==> src/rtl/m_ctrl_pkg.sv <==
// m_ctrl_pkg: shared state encodings and decode constants for the multi-cycle controller.
package m_ctrl_pkg;
  typedef enum logic [2:0] {
    S_IDLE = 3'd0,
    S_IF   = 3'd1,
    S_ID   = 3'd2,
    S_EX   = 3'd3,
    S_WB   = 3'd4,
    S_HALT = 3'd5
  } state_t;
  localparam logic [6:0] OPCODE_OP_DFLT = 7'b0110011;
  localparam logic [2:0] FUNCT3_ADD = 3'b000;
  localparam logic [6:0] FUNCT7_ADD = 7'b0000000;
endpackage

==> src/rtl/m_ctrl_cnt.sv <==
// m_ctrl_cnt: wrapping counter with synchronous clear and increment enable.
module m_ctrl_cnt #(
  parameter int unsigned W = 32
) (
  input  logic         clk,
  input  logic         clr,
  input  logic         inc,
  output logic [W-1:0] cnt
);
  logic [W-1:0] cnt_d, cnt_q;
  always_comb cnt_d = inc ? cnt_q + W'(1) : cnt_q;
  always_ff @(posedge clk) begin
    if (clr) cnt_q <= '0;
    else cnt_q <= cnt_d;
  end
  assign cnt = cnt_q;
endmodule

==> src/rtl/m_mc_ctrl.sv <==
// m_mc_ctrl: IF/ID/EX/WB sequencer with imem stall, halt-at-boundary and illegal-op trap.
// Define MC_CTRL_PERF_EN to build the busy-cycle and IF-stall counters.
module m_mc_ctrl
  import m_ctrl_pkg::*;
#(
  parameter logic [6:0]  OPCODE_OP = OPCODE_OP_DFLT,
  parameter int unsigned CNT_W     = 32
) (
  input  logic             w_clk,
  input  logic             w_rst,
  input  logic             w_run,
  input  logic             w_halt_req,
  input  logic             w_imem_rdy,
  input  logic [6:0]       w_ir_op,
  output logic             w_pc_we,
  output logic             w_ir_we,
  output logic             w_opr_we,
  output logic             w_rt_we,
  output logic             w_rf_we,
  output logic [2:0]       w_state,
  output logic             w_busy,
  output logic             w_illegal,
  output logic [CNT_W-1:0] w_retired,
  output logic [CNT_W-1:0] w_cycles,
  output logic [CNT_W-1:0] w_stalls
);
  state_t state_d, state_q;
  logic halt_pend_d, halt_pend_q, illegal_d, illegal_q;
  logic fetch_we, opr_we, rt_we, rf_we;
  always_comb begin
    state_d     = state_q;
    halt_pend_d = halt_pend_q | w_halt_req;
    illegal_d   = illegal_q;
    fetch_we    = 1'b0;
    opr_we      = 1'b0;
    rt_we       = 1'b0;
    rf_we       = 1'b0;
    case (state_q)
      S_IDLE: begin
        halt_pend_d = 1'b0;
        state_d     = w_run ? S_IF : S_IDLE;
      end
      S_IF: begin
        fetch_we = w_imem_rdy;
        state_d  = w_imem_rdy ? S_ID : S_IF;
      end
      S_ID: begin
        opr_we    = 1'b1;
        state_d   = (w_ir_op == OPCODE_OP) ? S_EX : S_HALT;
        illegal_d = illegal_q | (w_ir_op != OPCODE_OP);
      end
      S_EX: begin
        rt_we   = 1'b1;
        state_d = S_WB;
      end
      S_WB: begin
        rf_we       = 1'b1;
        halt_pend_d = 1'b0;
        state_d     = (halt_pend_q | w_halt_req | ~w_run) ? S_IDLE : S_IF;
      end
      S_HALT: halt_pend_d = halt_pend_q;
      default: begin
        state_d   = S_HALT;
        illegal_d = 1'b1;
      end
    endcase
  end
  always_ff @(posedge w_clk) begin
    if (w_rst) begin
      state_q     <= S_IDLE;
      halt_pend_q <= 1'b0;
      illegal_q   <= 1'b0;
    end else begin
      state_q     <= state_d;
      halt_pend_q <= halt_pend_d;
      illegal_q   <= illegal_d;
    end
  end
  // Enables are masked while reset is asserted so an aborted instruction never writes.
  assign w_pc_we   = fetch_we & ~w_rst;
  assign w_ir_we   = fetch_we & ~w_rst;
  assign w_opr_we  = opr_we & ~w_rst;
  assign w_rt_we   = rt_we & ~w_rst;
  assign w_rf_we   = rf_we & ~w_rst;
  assign w_state   = state_q;
  assign w_busy    = (state_q != S_IDLE) && (state_q != S_HALT);
  assign w_illegal = illegal_q;
  m_ctrl_cnt #(.W(CNT_W)) u_ret (.clk(w_clk), .clr(w_rst), .inc(w_rf_we), .cnt(w_retired));
`ifdef MC_CTRL_PERF_EN
  m_ctrl_cnt #(.W(CNT_W)) u_cyc (.clk(w_clk), .clr(w_rst), .inc(w_busy), .cnt(w_cycles));
  m_ctrl_cnt #(.W(CNT_W)) u_stl (
    .clk(w_clk), .clr(w_rst), .inc((state_q == S_IF) & ~w_imem_rdy), .cnt(w_stalls)
  );
`else
  assign w_cycles = '0;
  assign w_stalls = '0;
`endif
endmodule
==> config.mk <==
export PLATFORM = sky130hd
export DESIGN_NAME = m_mc_ctrl
export DESIGN_NICKNAME = d
export VERILOG_FILES = /design/src/rtl/m_ctrl_pkg.sv /design/src/rtl/m_ctrl_cnt.sv /design/src/rtl/m_mc_ctrl.sv
export SDC_FILE = /design/constraint.sdc
export NUM_CORES = 1
export LEC_CHECK = 0
export CORE_UTILIZATION = 40
export CTS_CLUSTER_SIZE = 30
export DETAILED_ROUTE_END_ITERATION = 7
export PLACE_DENSITY = 0.84
export SLEW_MARGIN = 20
export SYNTH_ARGS = -nofsm -noshare
export SYNTH_HDL_FRONTEND = slang
export SYNTH_SLANG_ARGS = --single-unit
==> constraint.sdc <==
create_clock -name w_clk -period 2.9 [get_ports w_clk]
set_input_delay 0.58 -clock w_clk [delete_from_list [all_inputs] [get_ports w_clk]]
set_output_delay 0.58 -clock w_clk [all_outputs]
set_load 0.1 [all_outputs]
Word-level counts from Yosys, hierarchy flattened --
Cells that the tools add are included. Widths: inputs -> output; s select.
Word-level totals: word-level logic and storage cells 38, bits of input ports 12, output and inout bits 106, bits in registers 37
Operators by class: multiplexer cells 11, reduce and logical (&&, ||, !) cells 5, bitwise operators 9, $add $sub $neg 1, eq/ne operators 8
Operators with widths (number):
- $add 32x1->32 const B | 1
- $pmux 3 s6 | 1
- $eq 7x6->1 const B | 1
- $ne 7x6->1 const B | 1
- $eq 3x2->1 const B | 2
- $eq 3x3->1 const B | 2
- $mux 1 | 6
- $reduce_or 5->1 | 1
- $and 1x1->1 | 4
- $pmux 1 s2 | 2
- $eq 3x1->1 const B | 1
- $logic_not 3->1 | 1
- $mux 3 | 1
- $ne 3x3->1 const B | 1
- $or 1x1->1 | 3
- $reduce_bool 3->1 | 1
- $mux 2 | 1
- $not 1->1 | 2
- $reduce_or 2->1 | 1
- $logic_and 1x1->1 | 1

Logic depth before layout (Yosys ltp) --
Gate-level depths: netlist of the first run.
depth after elaboration 4, gate-level depth with buffers 8, depth with buffers taken out 5

Cells and area by module --
Synthesis of the first run repeated with hierarchy kept, for this count alone.
Unflattened totals: cell total of the unflattened synthesis 282, area total of the unflattened synthesis 2339.7 µm²
Modules (own cells, without submodules):
- m_ctrl_cnt | cells each 181, times used 1, area each 1564.0 µm², seq. area each 640.6 µm²
- m_mc_ctrl | cells each 101, times used 1, area each 775.7 µm², seq. area each 100.1 µm²

Least setup slack after synthesis of the first run --
Ideal clock, no wire load.
kind reg-to-output, start point register state_q[0] (netlist: w_state[0]), end point output port w_pc_we, buffers on the path 2, cell stages (with the launch flop) 5, data required time 2.320 ns, data arrival time 5.180 ns, path slack -2.860 ns, cell sequence dfxtp_1 -> buf_6 -> nand2b_1 -> nor4b_1 -> buf_4
Between the ends: cells in the longest elaborated chain, start to end 3
Ends and longest elaborated chain:
- start, declared | line m_mc_ctrl.sv:27 | state_t state_d, state_q;
- start signal, assigned | line m_mc_ctrl.sv:74 | state_q <= state_d;
- $eq 3x1->1 | line m_mc_ctrl.sv:38 | case (state_q)
- $mux 1 | line m_mc_ctrl.sv:38
- $and 1x1->1
- end, declared | line m_mc_ctrl.sv:15 | output logic w_pc_we,
No other way between the ends.

Final worst setup path of the first run --
start point input port w_rst, end point output port w_rt_we
Between the ends: cells in the longest elaborated chain, start to end 2
Ends and longest elaborated chain:
- start, declared | line m_mc_ctrl.sv:10 | input logic w_rst,
- $not 1->1 | line m_mc_ctrl.sv:83 | assign w_rt_we = rt_we & ~w_rst;
- $and 1x1->1 | line m_mc_ctrl.sv:83
- end, declared | line m_mc_ctrl.sv:18 | output logic w_rt_we,
No other way between the ends.

==> parameters.txt, run 1 <==
Parameter                              Value

Yosys
  Number of instances in the synthesized netlist ... 282
  Yosys Warn Count ... 0
  Number of enable-type register cells in the synthesized netlist ... 0
  Cell area after technology mapping ... 2300 µm²
  Leading area contributor after synthesis ... dfxtp_1
  Flip-flop cell with the highest count after synthesis ... dfxtp_1
  Proportion of synthesized chip area in sequential cells ... 32.1%
  Post-synthesis async set-or-reset flop share ... 0%
  Yosys cell types ... 36
  Register bit count reported by yosys ... 37
  Syn_area_per_cell ... 8.17 µm²
  Cells taking the most area after synthesis ... dfxtp_1 32%, buf_4 21%, a21oi_1 4.8%
  Post-synth top area share ... 32.1%

STA
  Unrepaired setup endpoints after global routing ... false
  Tmin final ... 2.58 ns
  Hold_ws ... 0.497 ns
  Final clock skew ... 0.00796 ns
  Final Max Tran Viols ... 0
  Worst relative slew slack ... 60.1%
  Setup violations, final ... 0
  Post-route clock period utilization ... 88.9%
  Final-report hold violation count ... 0
  Maximum clock frequency ... 0.388 GHz
  Worst-margin pin slew ... 0.597 ns

Detailed routing
  Final antenna-violating net count ... 0
  Mean routed wirelength per cell ... 11.2 µm
  Drt total wl ... 4.53 mm
  Per-cell via count in the routed design ... 4.95
  Initial DRC Count ... 74
  Total DRC errors in the routed layout ... 0
  1st-pass router iterations ... 4
  Total vias in the final route ... 1993

Setup path
  Reg2Reg Depth ... 5
  Reg-to-Reg End ... u_ret.cnt[10]
  Capturing element type of the critical path ... output port
  Worst Path Max Fanout ... 42
  Critical path type ... in -> out
  Worst EP arrival ... 2.00 ns
  Launching element type of the critical path ... input port
  Reg2Reg Launch Point ... w_state[1]
  Required time of the critical path ... 2.32 ns
  Worst reg2reg setup slack ... 0.41 ns

Clock tree
  Max Buffers Root-to-Sink ... 2
  Number of levels the H-tree was split into ... 2
  Root buffer cell ... clkbuf_8
  CTS Buf Count ... 5
  Insertion delay of the later-clocked pin in the worst-skew pair ... 0.29 ns
  Number of post-CTS setup repair buffers ... 0
  Num Clock Sinks ... 37
  Worst-path clk slew ... 0.07 ns
  Cts-stage hold buffer count ... 0
  Number of gates given a new drive strength after cts ... 0
  Clock tree from TritonCTS ... built

Layout
  Ant. Diodes ... 0
  Share of cells above drive strength 1 ... 18.4%
  Commonest non-fill, non-tap cells in the layout ... 64 x conb_1, 41 x buf_4, 35 x dfxtp_1, 22 x a21oi_1, 16 x nor2_1
  # nets final ... 343
  Filler Cells Inserted ... 541
  Final cell utilization of the core ... 48.6%
  Most common library cell in the layout ignoring fill and taps ... conb_1
  Area growth from synthesis to layout ... 16.9%

Run
  Max Cap Viol ... 0

Pwr
  Power per Cell Area ... 494 nW/µm²
  P_leak ... 0.00104 µW
  Maximum VDD drop ... 0.210 mV

Floorplan
  Die extent in y ... 77.9 µm
  Horizontal die dimension ... 77.9 µm
  Core ar. ... 5540 µm²
  Number of placement rows ... 27
  Starting utilization of the core area ... 41.6%
  Number of top-level pins ... 118
  Total Die Area ... 6070 µm²

Global routing
  Overflow left after global routing ... 0
  Maximum number of pins on one net before global-route repair ... 43
  Tot GR Track Use ... 15.5%
  Wire length of the first global-routing pass ... 7.65 mm
  Number of antenna violations at the first check in global routing ... 0
  Vias in the first global route ... 1733

Placement
  HPWL after detailed placement ... 3.22 mm
  Routability cong. ... 0.764
  Count of buffers from port buffering ... 53

Min path
  Hold depth ... 2
  Worst hold path type ... reg -> reg
  Beginning of the worst hold path ... u_ret.cnt[31]
  Worst-case hold path end point ... u_ret.cnt[31]

Outcome
  Outcome ... finished clean
worst max path at each step:
stage	slack (ns)	end	start
after floorplan	-0.19	w_pc_we	w_state[0]
after global placement	0.24	u_ret.cnt[12]	w_rst
after detailed placement	0.18	u_ret.cnt[10]	w_rst
after CTS	0.32	w_rt_we	w_rst
after global routing	0.22	w_rt_we	w_rst
final	0.32	w_rt_we	w_rst
power by group:
group | internal, µW | switching [µW]
Clock | 171 | 168
Sequential | 512 | 5.32
Combinational | 38.4 | 437
Total | 721 | 611
through the flow:
stage | TNS [ns] | power [µW] | cell area [µm²] | std cells | setup slack, ns
6_report | 0 | 1330 | 2700 | 403 | 0.321
5_1_grt | 0 | 1380 | 2700 | 403 | 0.223
4_1_cts | 0 | 1340 | 2700 | 403 | 0.319
3_5_place_dp | 0 | 1000 | 2620 | 395 | 0.179
3_3_place_gp | 0 | 1000 | 2620 | 395 | 0.244
2_1_floorplan | -0.208 | 1040 | 2580 | 345 | -0.185
metal layers:
metal	wire length (µm)	share of wire, %	vias up	track usage [%]
li1	-	-	966	-
met5	0	0	-	0
met1	2000	44	918	19.1
met3	357	7.9	5	4.00
met4	44	0.97	0	5.56
met2	2130	47	104	25.9
Yosys cell counts (7+ instances only):
master,number
a21oi_1,22
buf_4,66
clkbuf_1,9
dfxtp_1,37
nand2_1,11
nand3_1,10
nand4_1,9
nor2_1,18
o21ai_0,9
o31ai_1,13
or3_1,7
or4_1,14
state kept, by name (all words and copies together), names as in the netlist:
signal,flops
w_illegal,1
u_ret.cnt,32
w_state,3
halt_pend_q,1
worst max-delay path, stage by stage:
cell and delay [ns]:
clkdlybuf4s50_1 0.48, buf_4 0.39, nand2b_1 0.27, nor2_2 0.09, buf_12 0.17
final cells by class:
type | count | area [µm²] | share of cell area (%)
flip-flops and latches | 37 | 743 | 27.6
well taps | 72 | 90.1 | 3.34
repair buffers | 57 | 518 | 19.2
multi-input cells | 224 | 1240 | 46.2
inverters | 5 | 18.8 | 0.696
clock buffers | 8 | 80.1 | 2.97
cell families after synthesis:
group | after synthesis | share of synthesized area, %
simple gates | 100 | 24.9
buf+inv | 84 | 25.5
compound gates | 48 | 12.2
flops | 37 | 32.1
xor+xnor | 7 | 2.66
mux | 4 | 1.90
fa+ha+maj | 1 | 0.543
other cells | 1 | 0.163
No activity file was read; power rests on OpenSTA's default activity.
==> run 2, diff against run 1 <==
--- a/config.mk
+++ b/config.mk
@@ -8,8 +8,8 @@
 export CORE_UTILIZATION = 40
 export CTS_CLUSTER_SIZE = 30
 export DETAILED_ROUTE_END_ITERATION = 7
-export PLACE_DENSITY = 0.84
-export SLEW_MARGIN = 20
+export PLACE_DENSITY = 0.83
 export SYNTH_ARGS = -nofsm -noshare
 export SYNTH_HDL_FRONTEND = slang
+export SYNTH_HIERARCHICAL = 1
 export SYNTH_SLANG_ARGS = --single-unit
==> run 2 against run 1 <==
  * Core utilization up 0.42 points
  * Die area up 1.5%
  * Worst setup slack better by 0.27 ns
  * Register-to-register slack better by 0.26 ns
  * Sequential cell count unchanged
  * Total power up 1.0%
  * Synthesized cell count unchanged
  * Highest routed layer unchanged
==> parameters.txt, run 2 <==
Parameter                              Value

Outcome
  Outcome ... finished clean

Detailed routing
  Per-cell via count in the routed design ... 4.67 (-5.5%)
  Total vias in the final route ... 1878 (-5.8%)
  Wire length on met2 ... 2.14 mm (+0.42%)
  1st-pass router iterations ... 4 (unchanged)
  Routed wl met3 ... 226 µm (-37%)
  Drt total wl ... 4.49 mm (-1.1%)
  Final antenna-violating net count ... 0 (unchanged)
  Initial DRC Count ... 131 (+77%)
  Uppermost metal layer occupied by signal nets ... met4
  Mean routed wirelength per cell ... 11.2 µm (-0.81%)
  Met1 wire length ... 2.07 mm (+3.4%)
  Total DRC errors in the routed layout ... 0 (unchanged)

STA
  Final Max Tran Viols ... 0 (unchanged)
  Maximum clock frequency ... 0.434 GHz (+12%)
  Unrepaired setup endpoints after global routing ... false
  Tmin final ... 2.31 ns (-0.273 ns)
  Hold_ws ... 0.513 ns (+0.0155 ns)
  Post-route clock period utilization ... 79.5% (-9.4 points)
  Final-report hold violation count ... 0 (unchanged)
  Final clock skew ... 0.00501 ns (-0.00295 ns)
  Setup violations, final ... 0 (unchanged)

Yosys
  Main combinational cell family by area after synthesis ... simple AND/OR/NAND/NOR gates
  Leading area contributor after synthesis ... dfxtp_1
  Cells taking the most area after synthesis ... dfxtp_1 32%, buf_4 21%, nor2_1 5.0%
  Compound-cell area share of the yosys netlist ... 5.35% (-6.9 points)
  Cell area after technology mapping ... 2340 µm² (+1.5%)
  Flip-flop cell with the highest count after synthesis ... dfxtp_1
  Post-synthesis async set-or-reset flop share ... 0% (unchanged)
  Leading post-synthesis cells by instance count ... 65 x buf_4, 37 x dfxtp_1, 31 x nor2_1
  Yosys Warn Count ... 6 (+6)
  Xor/xnor share of the synthesized area ... 5.24% (+2.6 points)
  Yosys cell types ... 41 (+14%)
  Adder-Cell Fraction of Synth Area ... 0.535% (-0.0081 points)
  Register bit count reported by yosys ... 37 (unchanged)
  Syn_area_per_cell ... 8.30 µm² (+1.5%)
  Number of instances in the synthesized netlist ... 282 (unchanged)
  Post-Synth Simple-Gate Area ... 27.0% (+2.1 points)
  Number of enable-type register cells in the synthesized netlist ... 0 (unchanged)
  Post-synth top area share ... 31.7% (-0.48 points)
  Leading cell type by number of instances after synthesis ... buf_4
  Multiplexer share of the synthesized area ... 5.72% (+3.8 points)
  Proportion of synthesized chip area in sequential cells ... 31.7% (-0.48 points)

Layout
  Area growth from synthesis to layout ... 16.9% (about the same)
  Max reg flops ... 32 (unchanged)
  Filler Cells Inserted ... 535 (-1.1%)
  Commonest non-fill, non-tap cells in the layout ... 64 x conb_1, 39 x buf_4, 34 x dfxtp_1, 31 x nor2_1, 12 x nor3_1
  Non-Filler Instances ... 402 (-0.25%)
  Most common library cell in the layout ignoring fill and taps ... conb_1
  # nets final ... 342 (-0.29%)
  Ant. Diodes ... 0 (unchanged)
  Share of cells above drive strength 1 ... 21.5% (+3.1 points)
  Total non-filler cell area in the finished layout ... 2740 µm² (+1.5%)

Placement
  Count of buffers from port buffering ... 53 (unchanged)
  HPWL after detailed placement ... 3.29 mm (+2.0%)
  Routability cong. ... 0.743 (-2.7%)
  Placed instance area ... 2650 µm² (+1.1%)
  Cell Count Post-Placement ... 394 (-0.25%)

Clock tree
  Cts-stage hold buffer count ... 0 (unchanged)
  Clock tree from TritonCTS ... built
  Worst-path clk slew ... 0.07 ns (about the same)
  Root buffer cell ... clkbuf_8
  Number of post-CTS setup repair buffers ... 0 (unchanged)
  Insertion delay of the later-clocked pin in the worst-skew pair ... 0.29 ns (about the same)
  Number of gates given a new drive strength after cts ... 0 (unchanged)
  CTS Buf Count ... 5 (unchanged)
  Number of levels the H-tree was split into ... 2 (unchanged)
  Num Clock Sinks ... 37 (unchanged)
  Max Buffers Root-to-Sink ... 2 (unchanged)

Floorplan
  Core ar. ... 5570 µm² (+0.61%)
  Total Die Area ... 6160 µm² (+1.5%)
  Number of top-level pins ... 118 (unchanged)
  Number of placement rows ... 27 (unchanged)
  Starting utilization of the core area ... 42.0% (+0.38 points)
  Die extent in y ... 78.5 µm (+0.74%)
  Horizontal die dimension ... 78.5 µm (+0.74%)

Setup path
  Worst EP arrival ... 1.73 ns (-0.27 ns)
  Launching element type of the critical path ... input port
  Critical Path Source ... w_rst
  Reg2Reg Launch Point ... w_state[1]
  Critical path type ... in -> out
  Required time of the critical path ... 2.32 ns (about the same)
  Capturing element type of the critical path ... output port
  Worst Path Max Fanout ... 49 (+17%)

Pwr
  Internal power ... 737 µW (+2.1%)
  Psw ... 610 µW (-0.27%)
  Maximum VDD drop ... 0.239 mV (+14%)
  Clock network fraction of design power ... 27.4% (+2.0 points)
  Power share of the sequential group ... 38.4% (-0.4 points)
  Relative contribution of combinational cells to total power ... 34.1% (-1.6 points)
  Switching share of power ... 45.3% (-0.59 points)
  P_leak ... 0.00117 µW (+12%)
  Power per Cell Area ... 492 nW/µm² (-0.44%)

Global routing
  Tot GR Track Use ... 15.4% (-0.11 points)
  Maximum number of pins on one net before global-route repair ... 50 (+16%)
  Overflow left after global routing ... 0 (unchanged)
  Vias in the first global route ... 1657 (-4.4%)
  Number of antenna violations at the first check in global routing ... 0 (unchanged)
  Wire length of the first global-routing pass ... 7.60 mm (-0.64%)

Min path
  Worst hold path type ... reg -> reg
  Beginning of the worst hold path ... u_ret/cnt[22]

Run
  Max Cap Viol ... 0 (unchanged)
==> run 2: critical path, stage by stage <==
cell and delay [ns]:
buf_2 0.12, buf_4 0.27, nor2_1 0.21, nand4b_1 0.14, inv_1 0.19, buf_12 0.20
==> run 2: cells by family after synthesis <==
family | Yosys count
fa+ha+maj | 1
buf+inv | 83
xor+xnor | 14
compound gates | 21
simple gates | 113
other cells | 1
mux | 12
flops | 37
==> run 2: power by group through the flow <==
stage	registers, µW	logic (µW)	clock network (µW)
floorplan	544	478	0
global placement	529	457	0
detailed placement	529	459	0
CTS	518	459	379
global route	519	472	402
finish	518	459	370
==> run 2: cell type report <==
type	count	area, µm²	share of cell area (%)
Sequential cell	37	752	27.5
Multi-Input combinational cell	225	1290	47.0
Clock buffer	8	90.1	3.29
Timing Repair Buffer	55	498	18.2
Inverter	5	18.8	0.686
Tap cell	72	90.1	3.29
==> run 2: worst paths after layout <==
| check | to | slack, ns | depth (start not counted) |
|---|---|---|---|
| min reg2reg | u_ret/cnt[22] | 0.51 | 2 |
| max reg2reg | u_ret/cnt[25] | 0.67 | 5 |
| max | w_ir_we | 0.59 | 6 |
| min | u_ret/cnt[22] | 0.51 | 2 |
==> run 2: metal layers <==
metal / GRT usage, % / up-vias
li1: - / 929
met5: 0 / -
met1: 19.3 / 872
met4: 4.81 / 0
met3: 3.95 / 5
met2: 25.6 / 72
==> run 2: through the flow <==
step	power, µW	setup TNS (ns)	util [%]	setup slack [ns]
global placement	987	0	47.5	0.409
global route	1390	0	49.1	0.476
finish	1350	0	49.1	0.595
CTS	1360	0	49.1	0.575
floorplan	1020	-5.28	-	-0.418
detailed placement	988	0	47.5	0.371
